File: config.mk
export PLATFORM = sky130hd
export DESIGN_NAME = clk_div_monitor
export DESIGN_NICKNAME = d
export VERILOG_FILES = /design/src/rtl/clk_div_monitor.sv
export SDC_FILE = /design/constraint.sdc
export NUM_CORES = 1
export LEC_CHECK = 0
export BUFFER_PORTS_ARGS = -buffer_cell sky130_fd_sc_hd__clkbuf_2
export CAP_MARGIN = 40
export CORE_MARGIN = 2
export CORE_UTILIZATION = 45
export CTS_CLUSTER_DIAMETER = 40
export DETAILED_ROUTE_END_ITERATION = 8
export GPL_TIMING_DRIVEN = 0
export PLACE_DENSITY = 0.61
export SYNTH_ARGS = -nofsm -noshare
export SYNTH_HDL_FRONTEND = slang
export SYNTH_SLANG_ARGS = --single-unit
File: constraint.sdc
create_clock -name clk -period 6.1 [get_ports clk]
set_input_delay 1.22 -clock clk [delete_from_list [all_inputs] [get_ports clk]]
set_output_delay 1.22 -clock clk [all_outputs]
set_load 0.02 [all_outputs]
File: src/rtl/clk_div_monitor.sv
`timescale 1ns/1ps
// clk_div_monitor: measures period and high time of a clk-derived divided clock at
// half-cycle resolution (sampled on both clk edges) and reports error/lock/stuck.
//
//  state        | meaning
//  S_IDLE       | disabled; counters cleared, lock/stuck low, results held
//  S_WAIT_FIRST | waiting for the first rise to start counting
//  S_MEASURE    | counting half-cycles between consecutive rises
module clk_div_monitor #(
  parameter int EXP_DIV    = 7,
  parameter int CHECK_DUTY = 1,
  parameter int LOCK_N     = 4,
  parameter int CNT_W      = 8
) (
  input  logic             clk,
  input  logic             rst,
  input  logic             en,
  input  logic             div_clk_in,
  output logic [CNT_W-1:0] period_hc,
  output logic [CNT_W-1:0] high_hc,
  output logic             meas_valid,
  output logic             err,
  output logic             lock,
  output logic             stuck
);

  localparam logic [CNT_W-1:0] CNT_MAX   = '1;
  localparam logic [CNT_W-1:0] GOOD_PER  = CNT_W'(2 * EXP_DIV);
  localparam logic [CNT_W-1:0] GOOD_HIGH = CNT_W'(EXP_DIV);
  localparam logic [3:0]       LOCK_CNT  = 4'(LOCK_N);

  typedef enum logic [1:0] {S_IDLE, S_WAIT_FIRST, S_MEASURE} state_t;

  state_t           state_q, state_d;
  logic             pos_s_q, neg_s_q, last_s_q;
  logic [CNT_W-1:0] per_cnt_q, per_cnt_d;
  logic [CNT_W-1:0] high_cnt_q, high_cnt_d;
  logic [CNT_W-1:0] period_q, period_d;
  logic [CNT_W-1:0] high_q, high_d;
  logic [3:0]       good_cnt_q, good_cnt_d;
  logic             meas_valid_q, meas_valid_d;
  logic             err_q, err_d;
  logic             lock_q, lock_d;
  logic             stuck_q, stuck_d;

  logic             rise_pos, rise_neg, rise;
  logic [CNT_W-1:0] meas_per, start_per, start_high, per_next, high_next;
  logic             good;

  function automatic logic [CNT_W-1:0] sat_add(input logic [CNT_W-1:0] a, input logic [1:0] b);
    logic [CNT_W:0] s;
    s = {1'b0, a} + {{(CNT_W-1){1'b0}}, b};
    return s[CNT_W] ? CNT_MAX : s[CNT_W-1:0];
  endfunction

  // Falling-edge sample gives the second half-cycle of each clk period.
  always_ff @(negedge clk or negedge rst) begin
    if (!rst) neg_s_q <= 1'b0;
    else      neg_s_q <= div_clk_in;
  end

  always_ff @(posedge clk or negedge rst) begin
    if (!rst) begin
      pos_s_q  <= 1'b0;
      last_s_q <= 1'b0;
    end else begin
      pos_s_q  <= div_clk_in;
      last_s_q <= neg_s_q;
    end
  end

  assign rise_pos = pos_s_q & ~last_s_q;
  assign rise_neg = neg_s_q & ~pos_s_q;
  assign rise     = rise_pos | rise_neg;

  // On a neg-sample rise the pos sample (a 0) still belongs to the closing period.
  assign meas_per   = rise_pos ? per_cnt_q : sat_add(per_cnt_q, 2'd1);
  assign start_per  = rise_pos ? CNT_W'(2) : CNT_W'(1);
  assign start_high = (rise_pos && neg_s_q) ? CNT_W'(2) : CNT_W'(1);
  assign per_next   = sat_add(per_cnt_q, 2'd2);
  assign high_next  = sat_add(high_cnt_q, {1'b0, pos_s_q} + {1'b0, neg_s_q});
  assign good       = (meas_per == GOOD_PER) && ((CHECK_DUTY == 0) || (high_cnt_q == GOOD_HIGH));

  always_comb begin
    state_d      = state_q;
    per_cnt_d    = per_cnt_q;
    high_cnt_d   = high_cnt_q;
    period_d     = period_q;
    high_d       = high_q;
    good_cnt_d   = good_cnt_q;
    meas_valid_d = 1'b0;
    err_d        = 1'b0;
    lock_d       = lock_q;
    stuck_d      = stuck_q;
    if (!en) begin
      state_d    = S_IDLE;
      per_cnt_d  = '0;
      high_cnt_d = '0;
      good_cnt_d = '0;
      lock_d     = 1'b0;
      stuck_d    = 1'b0;
    end else begin
      case (state_q)
        S_IDLE: state_d = S_WAIT_FIRST;
        S_WAIT_FIRST: begin
          if (rise) begin
            state_d    = S_MEASURE;
            per_cnt_d  = start_per;
            high_cnt_d = start_high;
            stuck_d    = 1'b0;
          end
        end
        S_MEASURE: begin
          if (rise) begin
            per_cnt_d    = start_per;
            high_cnt_d   = start_high;
            period_d     = meas_per;
            high_d       = high_cnt_q;
            meas_valid_d = 1'b1;
            if (good) begin
              if (good_cnt_q != LOCK_CNT) good_cnt_d = good_cnt_q + 4'd1;
              lock_d = (good_cnt_d == LOCK_CNT);
            end else begin
              err_d      = 1'b1;
              good_cnt_d = '0;
              lock_d     = 1'b0;
            end
          end else if (per_next == CNT_MAX) begin
            state_d    = S_WAIT_FIRST;
            per_cnt_d  = '0;
            high_cnt_d = '0;
            good_cnt_d = '0;
            lock_d     = 1'b0;
            stuck_d    = 1'b1;
          end else begin
            per_cnt_d  = per_next;
            high_cnt_d = high_next;
          end
        end
        default: state_d = S_WAIT_FIRST;
      endcase
    end
  end

  always_ff @(posedge clk or negedge rst) begin
    if (!rst) begin
      state_q      <= S_WAIT_FIRST;
      per_cnt_q    <= '0;
      high_cnt_q   <= '0;
      period_q     <= '0;
      high_q       <= '0;
      good_cnt_q   <= '0;
      meas_valid_q <= 1'b0;
      err_q        <= 1'b0;
      lock_q       <= 1'b0;
      stuck_q      <= 1'b0;
    end else begin
      state_q      <= state_d;
      per_cnt_q    <= per_cnt_d;
      high_cnt_q   <= high_cnt_d;
      period_q     <= period_d;
      high_q       <= high_d;
      good_cnt_q   <= good_cnt_d;
      meas_valid_q <= meas_valid_d;
      err_q        <= err_d;
      lock_q       <= lock_d;
      stuck_q      <= stuck_d;
    end
  end

  assign period_hc  = period_q;
  assign high_hc    = high_q;
  assign meas_valid = meas_valid_q;
  assign err        = err_q;
  assign lock       = lock_q;
  assign stuck      = stuck_q;

endmodule

### Word level (Yosys, flattened, before mapping)

Cells that the tools add are included.

* register bits after elaboration: 45
* bits of input ports: 4
* output and inout bits: 20

* add/subtract/negate cells: 5
* equality and inequality tests: 13
* muxes and demuxes: 48
* bitwise operators: 5
* reduce and logical (&&, ||, !) cells: 7

Operator list (count)
* $mux W8: 12
* $mux W4: 10
* $pmux W8 S2: 2
* $mux W1: 16
* $mux W2: 6
* $add A8 B1 Y9 const B: 1
* $add A8 B2 Y9: 1
* $add A8 B2 Y9 const B: 1
* $ne A3 B3 Y1 const B: 3
* $eq A8 B3 Y1 const B: 1
* $eq A8 B4 Y1 const B: 1
* $eq A8 B8 Y1 const B: 1
* $ne A3 B1 Y1 const B: 2
* $reduce_and A3 Y1: 2
* $add A4 B1 Y4 const B: 1
* $eq A4 B3 Y1 const B: 1
* $ne A4 B3 Y1 const B: 1
* $pmux W2 S2: 1
* $reduce_and A2 Y1: 2
* $reduce_and A4 Y1: 1
* $add A1 B1 Y2: 1
* $and A1 B1 Y1: 2
* $eq A2 B1 Y1 const B: 1
* $eq A2 B2 Y1 const B: 1
* other kinds (5): 7

### Depth between registers and ports, before layout

Gate-level depths: netlist (run 1).

* depth in word-level cells: 14
* depth in mapped cells: 10

==> flow_metrics.tcl, run 1 <==
set metrics [dict create \
    count_of_buffers_added_by_post_cts_timing_repair_for_setup 0 \
    max_ir_drop_vdd_uv 99.66 \
    grt_antenna_before_repair 0 \
    die-width_um 79.79 \
    design.final.nets 344 \
    number_of_distinct_standard_cells_referenced_by_the_synthesized_netlist 52 \
    timing_worst_slew_pin_value_ns 0.5834 \
    maxSlewHeadroom 0.6075 \
    cts_sinks 45 \
    layout.cell_area.non_filler_sq_um 2904 \
    cap_viol_max_count 0 \
    areaGrowthSynthToFinish_pct 12.34 \
    place.port_buffers 23 \
    first_global_vias 2341 \
    grt_first_pass_wirelength_um 10790 \
    setup_tns_ns 0 \
    worstSetupStartpointType "flop" \
    finish.cell_count_without_fillers 407 \
    timing_worst_setup_path_type "flop to flop" \
    min-delay-path-class "flop to flop" \
    power_density_nw_per_um2 225.9 \
    effective_utilization_at_floorplan 0.4666 \
    post_cts_resize_count 0 \
    slowest_delay_ns 0.45 \
    antenna_cells 0 \
    grt_setup_unrepaired "false" \
    timing_hold_violations_final 0 \
    placedInstanceArea_sq_um 2810 \
    grt_util_all_layers 0.2143 \
    drv_slew 0 \
    detail_route.wirelength_um 5928 \
    cts_made_buffers 5 \
    synth_edf_count 0 \
    critical_path_s_most_frequent_cell "sky130_fd_sc_hd__inv_1" \
    die_area_sq_um 6366 \
    hpwlAfterDp_um 4497 \
    cts.hold.buffers_added 0 \
    grt_remaining_overflow 0 \
    yosys_register_bits 45 \
    holdWs_ns 0.4808 \
    drtIter0Drc 124 \
    io_pins 24 \
    drtPass1Iterations 4 \
    critical_path.top_delay_family "simple AND/OR/NAND/NOR gates" \
    tritoncts "yes" \
    finalWeightedCongestion 0.8289 \
    syn-cell-area_sq_um 2585 \
    synth_area_per_cell_sq_um 8.531 \
    finish.utilization 0.5242 \
    routedWlPerCell_um 14.57 \
    clk_pin_slew_worst_paths_ns 0.09 \
    core_area_sq_um 5540 \
    ys.warnings.count 0 \
    critical_path_buf_inv_count 2 \
    critPathCaptureType "flop" \
    vias 2281 \
    clock_tree.htree_level_count 2 \
    total_leakage_power_nw 1.307 \
    cells_along_the_critical_path "inv_1 -> fa_1 -> inv_1 -> ha_1 -> nand3_1 -> nor3_1 -> and3_1 -> or2_2 -> a32oi_1 -> o21ai_0" \
    worst_path_max_delay_cell "sky130_fd_sc_hd__dfrtn_1" \
    postRouteAntennaNets 0 \
    worst_path_maximum_fanout 6 \
    syn-instance-count 303 \
    synth_async_sr_flop_share 1.000 \
    report.final.setup_viol 0 \
    run_status "finished, final reports clean" \
    synth.net_count 313 \
    cts_root_buffer "sky130_fd_sc_hd__clkbuf_8" \
    worst_ep_arrival_time_ns 5.82 \
    layout-drive-gt1-share 0.1582 \
    required_ns 6.31 \
    finClkSkew_ns 0.007920 \
    flip_flop_cell_with_the_highest_count_after_synthesis "sky130_fd_sc_hd__dfrtp_1" \
    fp.dieH_um 79.79 \
    drt_drc_violations_left 0 \
    fp-row-count 27 \
    grt_max_degree 25 \
    worst_skew_late_latency_ns 0.30 \
    avgViaCountPerCell 5.604 \
    cts_max_path_buffers 2 \
    place.detailed.instances 399 \
    ys_seq_area_frac 0.4361 \
]
[metal layers]
layer / global-route usage / vias up / share of wire
met5: 0 / - / 0
met4: 0.05424 / 0 / 0.0073
met3: 0.03846 / 4 / 0.034
met2: 0.3731 / 44 / 0.47
met1: 0.2755 / 1091 / 0.49
li1: - / 1142 / -
[area by class of cell]
type	count	area (sq um)
inverter	19	71.32
clock buffer	5	68.82
multi-input combinational	225	1303
tap	72	90.09
buffer	14	83.83
clock inverter	3	25.02
sequential	45	1127
fill	540	2636
timing repair buffer	24	135.1
[worst min-delay path, cell delays in order (launching register included)]
cell	delay, ns
sky130_fd_sc_hd__dfrtp_1	0.35
sky130_fd_sc_hd__nand2_1	0.05
sky130_fd_sc_hd__nand2_1	0.05
[stage by stage]
stage | power, W | worst slack, ns
6_report | 0.0006561 | 0.4916
5_1_grt | 0.0006976 | 0.1887
4_1_cts | 0.0006680 | 0.4969
3_5_place_dp | 0.0004732 | 0.5313
3_3_place_gp | 0.0004690 | 0.5567
2_1_floorplan | 0.0004266 | 0.8922
[placed cells by master, fill, tap and decap left out, drive strengths merged, types with 7 or more instances in the layout]
master and count:
buf 10, nand3 17, nand2 42, inv 20, nor3 11, nor4 7, a21oi 20, clkbuf 33
nor2 28, dfrtp 43, nor2b 7, o21ai 33
[kinds of logic (layout without fill, tap and decap cells)]
| group | Yosys count | count (layout) | synth area share |
|---|---|---|---|
| flops | 45 | 45 | 0.4361 |
| xor+xnor | 2 | 2 | 0.006778 |
| buf+inv | 33 | 65 | 0.06002 |
| fa+ha+maj | 6 | 6 | 0.03195 |
| compound gates | 80 | 80 | 0.1956 |
| simple gates | 136 | 136 | 0.2653 |
| mux | 1 | 1 | 0.004356 |
[cells in the mapped netlist, types with 4 or more instances]
| cell | n | area [sq um] |
|---|---|---|
| sky130_fd_sc_hd__nor4_1 | 6 | 37.54 |
| sky130_fd_sc_hd__nand2_1 | 42 | 157.7 |
| sky130_fd_sc_hd__nor2_1 | 27 | 101.4 |
| sky130_fd_sc_hd__or3_1 | 5 | 31.28 |
| sky130_fd_sc_hd__nor2b_1 | 6 | 37.54 |
| sky130_fd_sc_hd__a31oi_1 | 5 | 31.28 |
| sky130_fd_sc_hd__nor3_1 | 10 | 50.05 |
| sky130_fd_sc_hd__nand3_1 | 17 | 85.08 |
| sky130_fd_sc_hd__buf_2 | 4 | 20.02 |
| sky130_fd_sc_hd__o21ai_0 | 30 | 150.1 |
| sky130_fd_sc_hd__ha_1 | 5 | 62.56 |
| sky130_fd_sc_hd__clkbuf_1 | 5 | 18.77 |
| sky130_fd_sc_hd__inv_1 | 19 | 71.32 |
| sky130_fd_sc_hd__nand4_1 | 4 | 25.02 |
| sky130_fd_sc_hd__dfrtp_1 | 43 | 1076 |
| sky130_fd_sc_hd__a21oi_1 | 20 | 100.1 |
[state kept, by name (all words and copies together), names as in the netlist, 2 cells and up]
register / cells
period_hc: 8
good_cnt_q: 4
per_cnt_q: 8
state_q: 2
high_cnt_q: 8
high_hc: 8
[power breakdown]
part           internal, W  switching [W]  total (W)
Combinational    0.0000429      0.0000800   0.000123
Clock            0.0000828       0.000109   0.000192
Sequential        0.000325      0.0000166   0.000341
[final timing paths]
kind / startpoint / endpoint / slack (ns) / cells past startpoint
hold reg to reg: high_hc[3] / high_hc[3] / 0.48 / 2
setup / recovery: neg_s_q / high_cnt_q[1] / 0.49 / 10
setup reg to reg: neg_s_q / high_cnt_q[1] / 0.49 / 10
min in group asynchronous: rst / period_hc[0] / 0.89 / 1
hold / removal: high_hc[3] / high_hc[3] / 0.48 / 2
max in group asynchronous: rst / neg_s_q / 1.71 / 2
Power figures use the tool's default switching activity.
==> run 2, diff against run 1 <==
- CAP_MARGIN: 40 -> 15
- clock period: 6.1 -> 5.4 ns (I/O delays scaled with it)
==> run 2 against run 1 <==
Against the previous run: flip-flop and latch count is the same; clock power is 59% higher; global-route usage increased by 0.59 points; critical endpoint unchanged; largest cell class unchanged.
==> flow_metrics.tcl, run 2 (synthesis gave the netlist of run 1 again) <==
set metrics [dict create \
    run_status "finished, final reports clean" \
    drtPass1Iterations 4 \
    grt_setup_unrepaired "false" \
    worst_path_maximum_fanout 6 \
    grt_antenna_before_repair 0 \
    io_pins 24 \
    avgViaCountPerCell 5.612 \
    postRouteAntennaNets 0 \
    share_seq_of_total_power 0.464 \
    power_density_nw_per_um2 281.5 \
    holdWs_ns 0.4800 \
    core_area_sq_um 5540 \
    most_common_cell_after_layout_fill_and_taps_aside "sky130_fd_sc_hd__dfrtp_1" \
    grt_max_degree 46 \
    worst_ep_arrival_time_ns 5.29 \
    required_ns 5.61 \
    grt_util_all_layers 0.2202 \
    netSwitchingFraction 0.2786 \
    drt_drc_violations_left 0 \
    commonest_non_fill_non_tap_cells_in_the_layout "43 x sky130_fd_sc_hd__dfrtp_1, 42 x sky130_fd_sc_hd__nand2_1, 30 x sky130_fd_sc_hd__o21ai_0" \
    drv_slew 0 \
    min-delay-path-class "flop to flop" \
    critical_path_buf_inv_count 2 \
    count_of_buffers_added_by_post_cts_timing_repair_for_setup 0 \
    layout-drive-gt1-share 0.1642 \
    fp.dieH_um 79.79 \
    detail_route.wirelength_um 5961 \
    total_leakage_power_nw 1.330 \
    critPathCaptureType "flop" \
    routedWlPerCell_um 14.65 \
    cts_sinks 45 \
    timing_worst_setup_path_type "flop to flop" \
    critical_path_s_most_frequent_cell "sky130_fd_sc_hd__inv_1" \
    maxSlewHeadroom 0.6081 \
    clk_pin_slew_worst_paths_ns 0.09 \
    drtIter0Drc 173 \
    multiInputGateArea_sq_um 1309 \
    die_area_sq_um 6366 \
    seq_area_sq_um 1127 \
    grt_remaining_overflow 0 \
    critical_path.top_delay_family "simple AND/OR/NAND/NOR gates" \
    max_ir_drop_vdd_uv 151.3 \
    worst_path_max_delay_cell "sky130_fd_sc_hd__dfrtn_1" \
    place.port_buffers 23 \
    fp-row-count 27 \
    cts_root_buffer "sky130_fd_sc_hd__clkbuf_8" \
    filler_cell_count 527 \
    finClkSkew_ns 0.009239 \
    report.final.setup_viol 0 \
    antenna_cells 0 \
    cts_max_path_buffers 2 \
    timing_worst_slew_pin_value_ns 0.5825 \
    effective_utilization_at_floorplan 0.4666 \
    slowest_delay_ns 0.44 \
    tritoncts "yes" \
    power.switching_w 0.0002313 \
    grt_first_pass_wirelength_um 11010 \
    worstSetupStartpointType "flop" \
    timing_hold_violations_final 0 \
    p_clk_frac 0.367 \
    internal-power_w 0.0005992 \
    power.combinational.fraction 0.168 \
    design.final.nets 344 \
    first_global_vias 2340 \
    cells_along_the_critical_path "inv_1 -> fa_1 -> inv_1 -> ha_1 -> nand3_1 -> nor3_2 -> and3_2 -> or2_2 -> a32oi_1 -> o21ai_0" \
    setup_tns_ns 0 \
    cts_made_buffers 5 \
    hpwlAfterDp_um 4363 \
    clock_tree.htree_level_count 2 \
    finalWeightedCongestion 0.8289 \
    areaGrowthSynthToFinish_pct 14.13 \
    worst_skew_late_latency_ns 0.31 \
    cap_viol_max_count 0 \
    vias 2284 \
    die-width_um 79.79 \
]
[run 2: final cells by class]
class | instances | share of cell area
buffer | 14 | 0.02841
clock buffer | 5 | 0.02332
clock inverter | 3 | 0.02205
inverter | 19 | 0.02417
multi-input combinational | 225 | 0.4436
sequential | 45 | 0.3821
tap | 72 | 0.03053
timing repair buffer | 24 | 0.04580
[run 2: worst register-to-register path, cell delays in order, from the launching register on]
cell and delay [ns]:
sky130_fd_sc_hd__dfrtn_1 0.44, sky130_fd_sc_hd__inv_1 0.10, sky130_fd_sc_hd__fa_1 0.44, sky130_fd_sc_hd__inv_1 0.07, sky130_fd_sc_hd__ha_1 0.17, sky130_fd_sc_hd__nand3_1 0.14, sky130_fd_sc_hd__nor3_2 0.23, sky130_fd_sc_hd__and3_2 0.28
sky130_fd_sc_hd__or2_2 0.12, sky130_fd_sc_hd__a32oi_1 0.08, sky130_fd_sc_hd__o21ai_0 0.21
[run 2: routing by layer]
metal | wire (um) | up-vias | global-route usage
met1 | 2899 | 1085 | 0.3038
li1 | - | 1136 | -
met3 | 260 | 8 | 0.03507
met2 | 2693 | 55 | 0.3521
met5 | 0 | - | 0
met4 | 107 | 0 | 0.07797
[run 2: stage by stage]
stage	std cells	power (W)	area [sq um]	setup WS (ns)	util
floorplan	303	0.0004818	2585	0.5422	-
global placement	398	0.0005298	2790	0.2067	0.5036
detailed placement	398	0.0005328	2790	0.1767	0.5036
CTS	406	0.0008375	2924	0.1455	0.5278
global route	407	0.0008741	2950	0.07150	0.5325
finish	407	0.0008305	2950	0.3259	0.5325
[run 2: final timing paths]
check                                 from            end  slack [ns]  cells after the start
worst min-delay path            high_hc[6]     high_hc[6]        0.48                      2
worst max register to register     neg_s_q  high_cnt_q[1]        0.33                     10
worst min register to register  high_hc[6]     high_hc[6]        0.48                      2
max in group asynchronous              rst        neg_s_q        1.68                      1
min in group asynchronous              rst   period_hc[6]        0.73                      1
worst max-delay path               neg_s_q  high_cnt_q[1]        0.33                     10
[run 2: power groups by stage]
| stage | sequential, W | clock [W] | combinational (W) |
|---|---|---|---|
| floorplan | 0.000420 | 0 | 0.0000618 |
| global placement | 0.000392 | 0 | 0.000138 |
| detailed placement | 0.000393 | 0 | 0.000140 |
| CTS | 0.000386 | 0.000311 | 0.000140 |
| global route | 0.000391 | 0.000324 | 0.000159 |
| finish | 0.000386 | 0.000305 | 0.000140 |
[run 2: repair_timing]
item	in CTS	in global routing
resized for setup	0	2
hold buffers	0	0
endpoints found under the setup margin	0	2
endpoints found under the hold margin	0	0
